File: config.mk
export PLATFORM = sky130hd
export DESIGN_NAME = hysteresis_counter_table
export DESIGN_NICKNAME = d
export VERILOG_FILES = /design/src/rtl/hysteresis_counter_table_pkg.sv /design/src/rtl/hysteresis_counter_next.sv /design/src/rtl/hysteresis_counter_table.sv
export SDC_FILE = /design/constraint.sdc
export NUM_CORES = 1
export LEC_CHECK = 0
export ABC_AREA = 1
export CORE_ASPECT_RATIO = 0.8
export CORE_UTILIZATION = 29
export CTS_CLUSTER_DIAMETER = 60
export DETAILED_ROUTE_END_ITERATION = 8
export HOLD_SLACK_MARGIN = 0.03
export PLACE_DENSITY_LB_ADDON = 0.12
export SYNTH_ARGS = -nofsm -noshare
export SYNTH_HDL_FRONTEND = slang
export SYNTH_SLANG_ARGS = --single-unit
File: constraint.sdc
create_clock -name clock -period 2 [get_ports clock]
set_input_delay 0.3 -clock clock [delete_from_list [all_inputs] [get_ports clock]]
set_output_delay 0.3 -clock clock [all_outputs]
set_load 0.1 [all_outputs]
File: src/rtl/hysteresis_counter_table_pkg.sv
// -----------------------------------------------------------------------------
// hysteresis_counter_package
// Shared types and the counter next-state rule for the hysteresis counter
// table (branch-predictor pattern history table).
//   state_t          : table FSM states (INIT sweeps the array, READY serves).
//   hysteresis_next  : next value of one counter after a taken/not-taken
//                      training event.
// -----------------------------------------------------------------------------
package hysteresis_counter_package;

  typedef enum logic {
    INIT,
    READY
  } state_t;

  // Counters live in 0..range_states-1 with the decision threshold at
  // half = range_states/2. Crossing the threshold jumps past it by
  // 'coercivity' extra steps, so a single contrary outcome right after a
  // direction change cannot flip the prediction back.
  function automatic int hysteresis_next(input int count, input logic taken,
                                         input int range_states,
                                         input int coercivity);
    int half;
    half = range_states / 2;
    if (taken) begin
      if (count == range_states - 1) return count;
      if (count == half - 1) return half + coercivity;
      return count + 1;
    end else begin
      if (count == 0) return count;
      if (count == half) return half - 1 - coercivity;
      return count - 1;
    end
  endfunction

endpackage

File: src/rtl/hysteresis_counter_next.sv
// -----------------------------------------------------------------------------
// hysteresis_counter_next
// Combinational next-state for one hysteresis counter on the update path.
// Ports:
//   count      in  current counter value
//   taken      in  1 = train towards taken, 0 = towards not-taken
//   next_count out trained counter value
// -----------------------------------------------------------------------------
module hysteresis_counter_next
  import hysteresis_counter_package::*;
#(
  parameter int RANGE      = 4,
  parameter int COERCIVITY = 1,
  parameter int CW         = $clog2(RANGE)
) (
  input  logic [CW-1:0] count,
  input  logic          taken,
  output logic [CW-1:0] next_count
);

  always_comb begin
    next_count = CW'(hysteresis_next(int'(count), taken, RANGE, COERCIVITY));
  end

endmodule

File: src/rtl/hysteresis_counter_table.sv
// -----------------------------------------------------------------------------
// hysteresis_counter_table
// DEPTH-entry table of hysteresis saturating counters. After reset an INIT
// sweep writes RESET_VALUE into every entry (one per cycle), then the table
// serves one lookup and one update per cycle.
// Ports:
//   clock, reset                      clock and synchronous active-high reset
//   lookup_valid/lookup_index         lookup request (fetch side)
//   lookup_ready                      1 once the INIT sweep has finished
//   prediction_valid/count/taken      registered lookup response, 1 cycle later
//   update_valid/index/taken          training request (commit side)
//   update_ready                      1 once the INIT sweep has finished
// Same-index lookup and update in one cycle: lookup returns the old value.
// -----------------------------------------------------------------------------
module hysteresis_counter_table
  import hysteresis_counter_package::*;
#(
  parameter int DEPTH       = 16,
  parameter int RANGE       = 4,
  parameter int RESET_VALUE = 1,
  parameter int COERCIVITY  = 1
) (
  input  logic                       clock,
  input  logic                       reset,
  input  logic                       lookup_valid,
  input  logic [$clog2(DEPTH)-1:0]   lookup_index,
  output logic                       lookup_ready,
  output logic                       prediction_valid,
  output logic [$clog2(RANGE)-1:0]   prediction_count,
  output logic                       prediction_taken,
  input  logic                       update_valid,
  input  logic [$clog2(DEPTH)-1:0]   update_index,
  input  logic                       update_taken,
  output logic                       update_ready
);

  localparam int IW = $clog2(DEPTH);
  localparam int CW = $clog2(RANGE);

  logic [CW-1:0] entry_q [DEPTH];
  state_t        state;
  logic [IW-1:0] init_ptr;
  logic          ready_q;

  logic          lookup_fire;
  logic          update_fire;
  logic [CW-1:0] update_next;

  logic          vld_p1;
  logic [CW-1:0] count_p1;
  logic          taken_p1;

  // ready_q is only ever set on the INIT->READY transition, so it doubles
  // as the "in READY" flag and keeps both ready outputs registered.
  assign lookup_ready = ready_q;
  assign update_ready = ready_q;
  assign lookup_fire  = lookup_valid && ready_q;
  assign update_fire  = update_valid && ready_q;

  hysteresis_counter_next #(
    .RANGE      (RANGE),
    .COERCIVITY (COERCIVITY),
    .CW         (CW)
  ) u_next (
    .count      (entry_q[update_index]),
    .taken      (update_taken),
    .next_count (update_next)
  );

  // ---- stage p0 -> p1: FSM, array write, lookup response register ----
  always_ff @(posedge clock) begin
    if (reset) begin
      state    <= INIT;
      init_ptr <= '0;
      ready_q  <= 1'b0;
      vld_p1   <= 1'b0;
      count_p1 <= '0;
      taken_p1 <= 1'b0;
    end else begin
      case (state)
        INIT: begin
          entry_q[init_ptr] <= CW'(RESET_VALUE);
          init_ptr          <= init_ptr + IW'(1);
          if (init_ptr == IW'(DEPTH - 1)) begin
            state   <= READY;
            ready_q <= 1'b1;
          end
        end
        READY: begin
          if (update_fire) entry_q[update_index] <= update_next;
        end
        default: state <= INIT;
      endcase

      // The read samples the array before this edge's update lands,
      // giving read-before-write on an index collision.
      vld_p1 <= lookup_fire;
      if (lookup_fire) begin
        count_p1 <= entry_q[lookup_index];
        taken_p1 <= (entry_q[lookup_index] >= CW'(RANGE / 2));
      end
    end
  end

  assign prediction_valid = vld_p1;
  assign prediction_count = count_p1;
  assign prediction_taken = taken_p1;

endmodule

==> results of run 1 <==
-- cell families after synthesis --
group           synth area share, %
simple gates                  30.33
flops                         51.56
fa+ha+maj                    0.5555
buf+inv                       9.611
compound gates                7.944
-- how the worst min path moves through the flow --
stage	start	end	slack [ns]	depth (start not counted)
finish	prediction_count[1]$_SDFFE_PP0P_	prediction_count[1]$_SDFFE_PP0P_	0.47	2
global route	prediction_taken$_SDFFE_PP0P_	prediction_taken$_SDFFE_PP0P_	0.50	2
CTS	prediction_count[1]$_SDFFE_PP0P_	prediction_count[1]$_SDFFE_PP0P_	0.47	2
detailed placement	prediction_count[1]$_SDFFE_PP0P_	prediction_count[1]$_SDFFE_PP0P_	0.46	2
global placement	prediction_taken$_SDFFE_PP0P_	prediction_taken$_SDFFE_PP0P_	0.46	2
floorplan	init_ptr[1]$_SDFFE_PP0N_	init_ptr[1]$_SDFFE_PP0N_	0.47	2
-- worst max-delay path: stages --
cell	delay, ns
clkdlybuf4s50_1	0.43
nor2_2	0.15
nand3_4	0.07
buf_4	0.17
o21ai_2	0.20
inv_1	0.06
nor2_1	0.16
nand2_1	0.10
nor2_1	0.10
buf_4	0.13
-- power breakdown --
part | internal, mW | switching [mW] | total [mW]
combinational | 0.0912 | 0.126 | 0.217
sequential | 0.937 | 0.00626 | 0.943
clock | 0.239 | 0.300 | 0.539
-- cell usage in the layout, fill, tap and decap left out, types with 2 or more instances in the layout --
cell type        synthesis  final
inv_1                   43     43
edfxtp_1                32     32
nand2_1                 73     73
clkinvlp_4               0      2
a21oi_1                 12     11
buf_12                   0      2
buf_4                    1     28
o21ai_2                  3      3
clkdlybuf4s50_1          0     12
nor2_1                  31     28
o21ai_0                 13     13
nand3_2                  2      2
nand3_1                 45     45
clkbuf_8                 0      5
nor2_2                   1      3
clkinv_1                 3      3
o211ai_1                 2      2
nor3_1                   2      2
dfxtp_1                 10      9
-- flip-flops by register name, summed over array words and instances (netlist names) --
name	flops
entry_q	32
init_ptr	4
prediction_count	2
lookup_ready	1
prediction_taken	1
prediction_valid	1
state	1
-- cell type report --
type                       instances  area [um2]
clock buffer                       5       68.82
clock inverter                     3       16.27
fill                             771        4642
inverter                          47       180.2
multi-input combinational        190       890.9
sequential                        42        1162
tap                              105       131.4
timing repair buffer              42       370.4
-- timing repair --
item                       CTS  global route
hold endpoints to repair     0             0
gates resized for setup      2             4
setup endpoints to repair   16            20
-- through the flow --
step                      util, %  instances
after floorplan                 -        287
after global placement      36.39        426
after detailed placement    36.39        426
after CTS                   37.63        434
after global routing        37.79        434
final                       37.79        434
-- per-layer routing --
metal	share of wire, %	vias to the layer above
met5	0	-
met1	55	822
met2	38	58
met4	0.60	0
met3	6.6	7
li1	-	1011
==> impl_metrics.csv, run 1 <==
group,metric,value,unit
status,status,"finished, final reports clean",
clock_network,cts_tree,"yes",
worst_setup_path,endpoint_kind,"flop",
finish,finalInstanceArea,2820,um2
pwr,p_total,1.700,mW
drt,drt-vias-per-instance,4.373,
sta,finalCritPeriodShare,93.24,%
worst_setup_path,r2r_start,"state$_SDFF_PP0_",
drt,first_pass_iters,4,
clock_network,clkTransAtPathRegs,0.08,ns
yosys,synth-async-reset-ratio,0,%
global_route,gr-usage-met2,19.32,%
finish,fin_nets,342,
pwr,p_per_area,602.7,nW/um2
yosys,yosys.area.top_type,"edfxtp_1",
drt,antenna_left,0,
worst_setup_path,path_max_fanout,8,
yosys,synth_most_common_cell,"nand2_1",
global_route,grt_pass1_wl,9052,um
finish,layout-drive-gt1-share,15.50,%
finish,antenna-diode-count,0,
worst_setup_path,required,2.02,ns
worst_setup_path,crit_type,"in -> reg",
yosys,synth_area,2252,um2
floorplanning,rows,28,
clock_network,cts-root-buf,"clkbuf_8",
yosys,yosysWarningCount,0,
drt,route.detailed.drc,0,
place,dpl_cell_area,2715,um2
worst_setup_path,r2r_cells,10,
yosys,synth_top_cells_by_count,"nand2_1 (73), nand3_1 (45), inv_1 (43)",
worst_setup_path,crit_path_start_kind,"primary input",
floorplanning,die_w,100.5,um
clock_network,postCtsHoldBufs,0,
sta,layout_setup_ws,0.1351,ns
worst_setup_path,timing.critical_path.from,"reset",
yosys,ys_seq_elements,42,
place,place_ws,-0.6286,ns
floorplanning,start_util,30.18,%
place,dp_hpwl,4550,um
yosys,yosys_most_used_dff,"edfxtp_1",
yosys,syn-mean-instance-area,7.847,um2
floorplanning,ios,19,
yosys,ys_seq_area_share,51.56,%
global_route,grt_pass1_vias,1687,
yosys,post_synth_num_cell_types,24,
yosys,netlist_instances,287,
sta,setup_viol,0,
drt,wl,5676,um
floorplanning,core_area,7462,um2
worst_setup_path,reg2reg_to,"entry_q[9][0]$_DFFE_PP_",
global_route,track_usage,15.06,%
global_route,grt_use_met3,3.012,%
pwr,ir_drop,0.2417,mV
clock_network,htree_num_levels,2,
worst_setup_path,arrival,1.88,ns
clock_network,cts_buffers,5,
sta,max_freq,0.5362,GHz
sta,finalCriticalPeriod,1.865,ns
clock_network,clk_path_buf_depth,2,
sta,relSlewSlack,78.39,%
sta,slew_viol_final,0,
floorplanning,die_area,8124,um2
global_route,busiest_layer,"met1",
place,portBuffers,18,
worst_setup_path,reg2reg_slack,0.21,ns
global_route,grt_max_degree,24,
drt,detail_route.iter0.violations,123,
clock_network,clock_sinks,42,
sta,tightest_slew,0.3234,ns
yosys,synth_top_cell_area_share,42.67,%
sta,final-hold-violation-count,0,
sta,finalClockSkew,0.007946,ns
yosys,synth-edff-count,32,
sta,tns,0,ns
pwr,leakage,1.239,nW
clock_network,cts_setup_buffers,0,
flow_run,cap_viol_max_count,0,
global_route,antenna_found_initial,0,
global_route,gr-total-overflow,0,
drt,wl_per_cell,13.08,um
worst_hold_path,hp-class,"reg -> reg",
yosys,yosys-top-cells-area,"edfxtp_1 (43%), nand2_1 (12%), nand3_1 (10%)",
clock_network,clk_latency,0.30,ns
drt,vias,1898,
place,gp_congestion,0.8508,
worst_setup_path,worstSetupEndpoint,"entry_q[9][0]$_DFFE_PP_",
finish,syn2layout_area_growth,25.22,%
global_route,grt.met1_usage,24.91,%
yosys,syn-num-nets,301,
sta,grt_setup_unrepaired,"no",
floorplanning,die_h,80.82,um
sta,holdWs,0.4671,ns
(Power assumes the default switching activity.)
==> run 2, diff against run 1 <==
--- a/config.mk
+++ b/config.mk
@@ -5,8 +5,6 @@
 export SDC_FILE = /design/constraint.sdc
 export NUM_CORES = 1
 export LEC_CHECK = 0
-export ABC_AREA = 1
-export CORE_ASPECT_RATIO = 0.8
 export CORE_UTILIZATION = 29
 export CTS_CLUSTER_DIAMETER = 60
 export DETAILED_ROUTE_END_ITERATION = 8
==> run 2 against run 1 <==
Compared with the run above:
- area after synthesis decreased by 8.2%
- die area decreased by 8.1%
- highest routed layer unchanged
- non-clock buffer count decreased by 5
- sequential share of layout area increased by 4.1 points
- first-iteration DRC count decreased by 42%
- maximum frequency decreased by 4.8%
- critical path type unchanged
- register-to-register slack got worse by 0.13 ns
- setup slack got worse by 0.094 ns
==> impl_metrics.csv, run 2 <==
group,metric,value,unit
status,status,"finished, final reports clean",
sta,grt_setup_unrepaired,"no",
worst_hold_path,hold_path_startpoint,"prediction_count[0]$_SDFFE_PP0P_",
yosys,yosys_most_used_dff,"edfxtp_1",
yosys,ys_seq_area_share,56.17,%
floorplanning,die_w,86.43,um
sta,finalClockSkew,0.005440,ns
drt,first_pass_iters,4,
yosys,syn-num-nets,164,
finish,layout_common_cells,"edfxtp_1 (32), nor2_1 (29), buf_4 (19)",
flow_run,cap_viol_max_count,0,
clock_network,clkTransAtPathRegs,0.08,ns
floorplanning,die_area,7469,um2
global_route,grt_pass1_wl,7693,um
yosys,yosysWarningCount,0,
floorplanning,rows,30,
finish,fill_cells,681,
finish,layout-drive-gt1-share,28.19,%
sta,setup_viol,0,
drt,detail_route.iter0.violations,71,
yosys,synth_most_common_cell,"edfxtp_1",
yosys,synth_top_cells_by_count,"edfxtp_1 (32), nor2_1 (29), nand2_1 (12)",
worst_setup_path,required,2.19,ns
finish,final_common_cell,"edfxtp_1",
finish,fin_nets,201,
global_route,antenna_found_initial,0,
clock_network,cts_tree,"yes",
floorplanning,ios,19,
clock_network,clock_sinks,42,
yosys,ys_seq_elements,42,
worst_setup_path,path_max_fanout,8,
worst_setup_path,endpoint_kind,"flop",
yosys,netlist_instances,150,
pwr,ir_drop,0.4081,mV
place,gp_congestion,0.7887,
drt,wl_per_cell,17.28,um
yosys,synth_top_cell_area_share,46.49,%
pwr,p_total,1.671,mW
sta,slew_viol_final,0,
global_route,grt_pass1_vias,1426,
finish,syn2layout_area_growth,24.33,%
clock_network,clk_path_buf_depth,2,
clock_network,cts-root-buf,"clkbuf_8",
worst_hold_path,holdPathStages,2,
worst_setup_path,crit_path_start_kind,"primary input",
yosys,synth-edff-count,32,
clock_network,postCtsHoldBufs,0,
yosys,syn-mean-instance-area,13.78,um2
yosys,synth-async-reset-ratio,0,%
sta,max_freq,0.5106,GHz
place,portBuffers,18,
finish,largest_register,"entry_q",
sta,finalCriticalPeriod,1.959,ns
worst_setup_path,r2r_start,"entry_q[3][1]$_DFFE_PP_",
sta,final-hold-violation-count,0,
worst_hold_path,holdPathEnd,"prediction_count[0]$_SDFFE_PP0P_",
pwr,p_per_area,650.1,nW/um2
global_route,grt_max_degree,17,
global_route,gr-total-overflow,0,
drt,drt-vias-per-instance,4.926,
sta,relSlewSlack,56.88,%
yosys,synth_area,2067,um2
worst_hold_path,hp-class,"reg -> reg",
yosys,yosys.area.top_type,"edfxtp_1",
global_route,track_usage,14.32,%
sta,tightest_slew,0.6438,ns
drt,antenna_left,0,
yosys,post_synth_num_cell_types,27,
finish,largest_reg_flops,32,
place,dpl_cell_area,2456,um2
clock_network,clk_latency,0.30,ns
sta,finalCritPeriodShare,97.93,%
place,dp_hpwl,3498,um
drt,vias,1399,
yosys,yosys-top-cells-area,"edfxtp_1 (46%), mux4_2 (12%), dfxtp_1 (9.7%)",
clock_network,cts_buffers,5,
floorplanning,core_area,6832,um2
clock_network,htree_num_levels,2,
worst_setup_path,arrival,2.15,ns
finish,finalInstanceArea,2570,um2
floorplanning,die_h,86.43,um
worst_setup_path,crit_type,"in -> reg",
pwr,leakage,0.9311,nW
worst_setup_path,r2r_cells,6,
worst_setup_path,reg2reg_slack,0.08,ns
floorplanning,start_util,30.26,%
finish,antenna-diode-count,0,
drt,wl,4907,um
worst_setup_path,reg2reg_to,"entry_q[7][1]$_DFFE_PP_",
drt,route.detailed.drc,0,
==> run 2: changes by cell type in the layout (fill, tap and decap cells not counted), sizes merged, moves of 3 or more <==
| cell | change |
|---|---|
| nor2 | -3 |
| buf | -5 |
| o21ai | -17 |
| mux4 | +18 |
| inv | -41 |
| nand2 | -60 |
| nand3 | -39 |
| nor2b | +4 |
| a31oi | +6 |
| a21oi | -9 |
==> run 2: kinds of logic (layout without fill, tap and decap cells) <==
| kind of cell | Yosys count | count (layout) | synth area share [%] |
|---|---|---|---|
| AND/OR/NAND/NOR | 58 | 59 | 12.35 |
| flip-flops | 42 | 42 | 56.17 |
| multiplexers | 21 | 21 | 22.40 |
| AO/OA/AOI/OAI | 14 | 14 | 4.479 |
| buffers and inverters | 11 | 48 | 2.724 |
| XOR/XNOR | 3 | 3 | 1.271 |
| adder cells (fa/ha/maj) | 1 | 1 | 0.6052 |
==> run 2: worst max-delay path by stage <==
stage                             from                          endpoint  slack, ns  cells past startpoint
3_5_place_dp           update_index[0]          entry_q[11][1]$_DFFE_PP_      -0.53                      7
3_3_place_gp           update_index[0]           entry_q[9][1]$_DFFE_PP_      -0.50                      7
5_1_grt                lookup_index[0]  prediction_count[1]$_SDFFE_PP0P_      0.005                      6
6_report               lookup_index[0]  prediction_count[1]$_SDFFE_PP0P_       0.04                      6
4_1_cts        entry_q[3][0]$_DFFE_PP_          entry_q[12][1]$_DFFE_PP_    -0.0006                      5
2_1_floorplan          update_index[0]           entry_q[0][1]$_DFFE_PP_       0.04                      6
==> run 2: layout make-up <==
cell class,instances,area (um2),area share (%)
Clock buffer,6,72.57,2.824
Multi-Input combinational cell,98,839.6,32.67
Sequential cell,42,1165,45.33
Inverter,3,11.26,0.4382
Timing Repair Buffer,37,347.8,13.53
Clock inverter,2,13.76,0.5355
Tap cell,96,120.1,4.674
==> run 2: power by group <==
| group | switching (mW) | internal [mW] | leakage (nW) |
|---|---|---|---|
| combinational | 0.0823 | 0.0902 | 0.469 |
| clock | 0.305 | 0.247 | 0.0452 |
| sequential | 0.0108 | 0.936 | 0.417 |
| total | 0.398 | 1.27 | 0.931 |
==> run 2: routing by layer <==
layer / wire length, um / track usage, % / up-vias / part of all wire, %
met5: 0 / 0 / - / 0
met4: 48 / 3.788 / 0 / 0.98
met3: 334 / 3.714 / 7 / 6.8
met2: 2328 / 24.24 / 56 / 47
met1: 2196 / 18.27 / 681 / 45
li1: - / - / 655 / -
==> run 2: worst max-delay path: stages <==
cell and delay (ns):
clkdlybuf4s50_1 0.51, buf_12 0.15, mux4_2 0.53, mux4_2 0.50, nand3_2 0.10, a21oi_1 0.06
==> run 2: per-stage QoR <==
stage / TNS (ns) / hold WS [ns] / util (%) / std cells / setup WS [ns]
2_1_floorplan: 0 / 0.4588 / - / 150 / 0.03925
3_3_place_gp: -13.59 / 0.4449 / 35.95 / 270 / -0.5038
3_5_place_dp: -14.02 / 0.4548 / 35.95 / 270 / -0.5291
4_1_cts: -0.0005869 / 0.4666 / 37.56 / 283 / -0.0005869
5_1_grt: 0 / 0.4869 / 37.62 / 284 / 0.004723
6_report: 0 / 0.4601 / 37.62 / 284 / 0.04138
==> run 2: repair_timing <==
| item | in CTS | in global routing |
|---|---|---|
| gates cloned | 2 | 0 |
| pin swaps | 3 | 1 |
| resized for setup | 10 | 1 |
| endpoints found under the setup margin | 19 | 17 |
| buffers inserted | 3 | 1 |
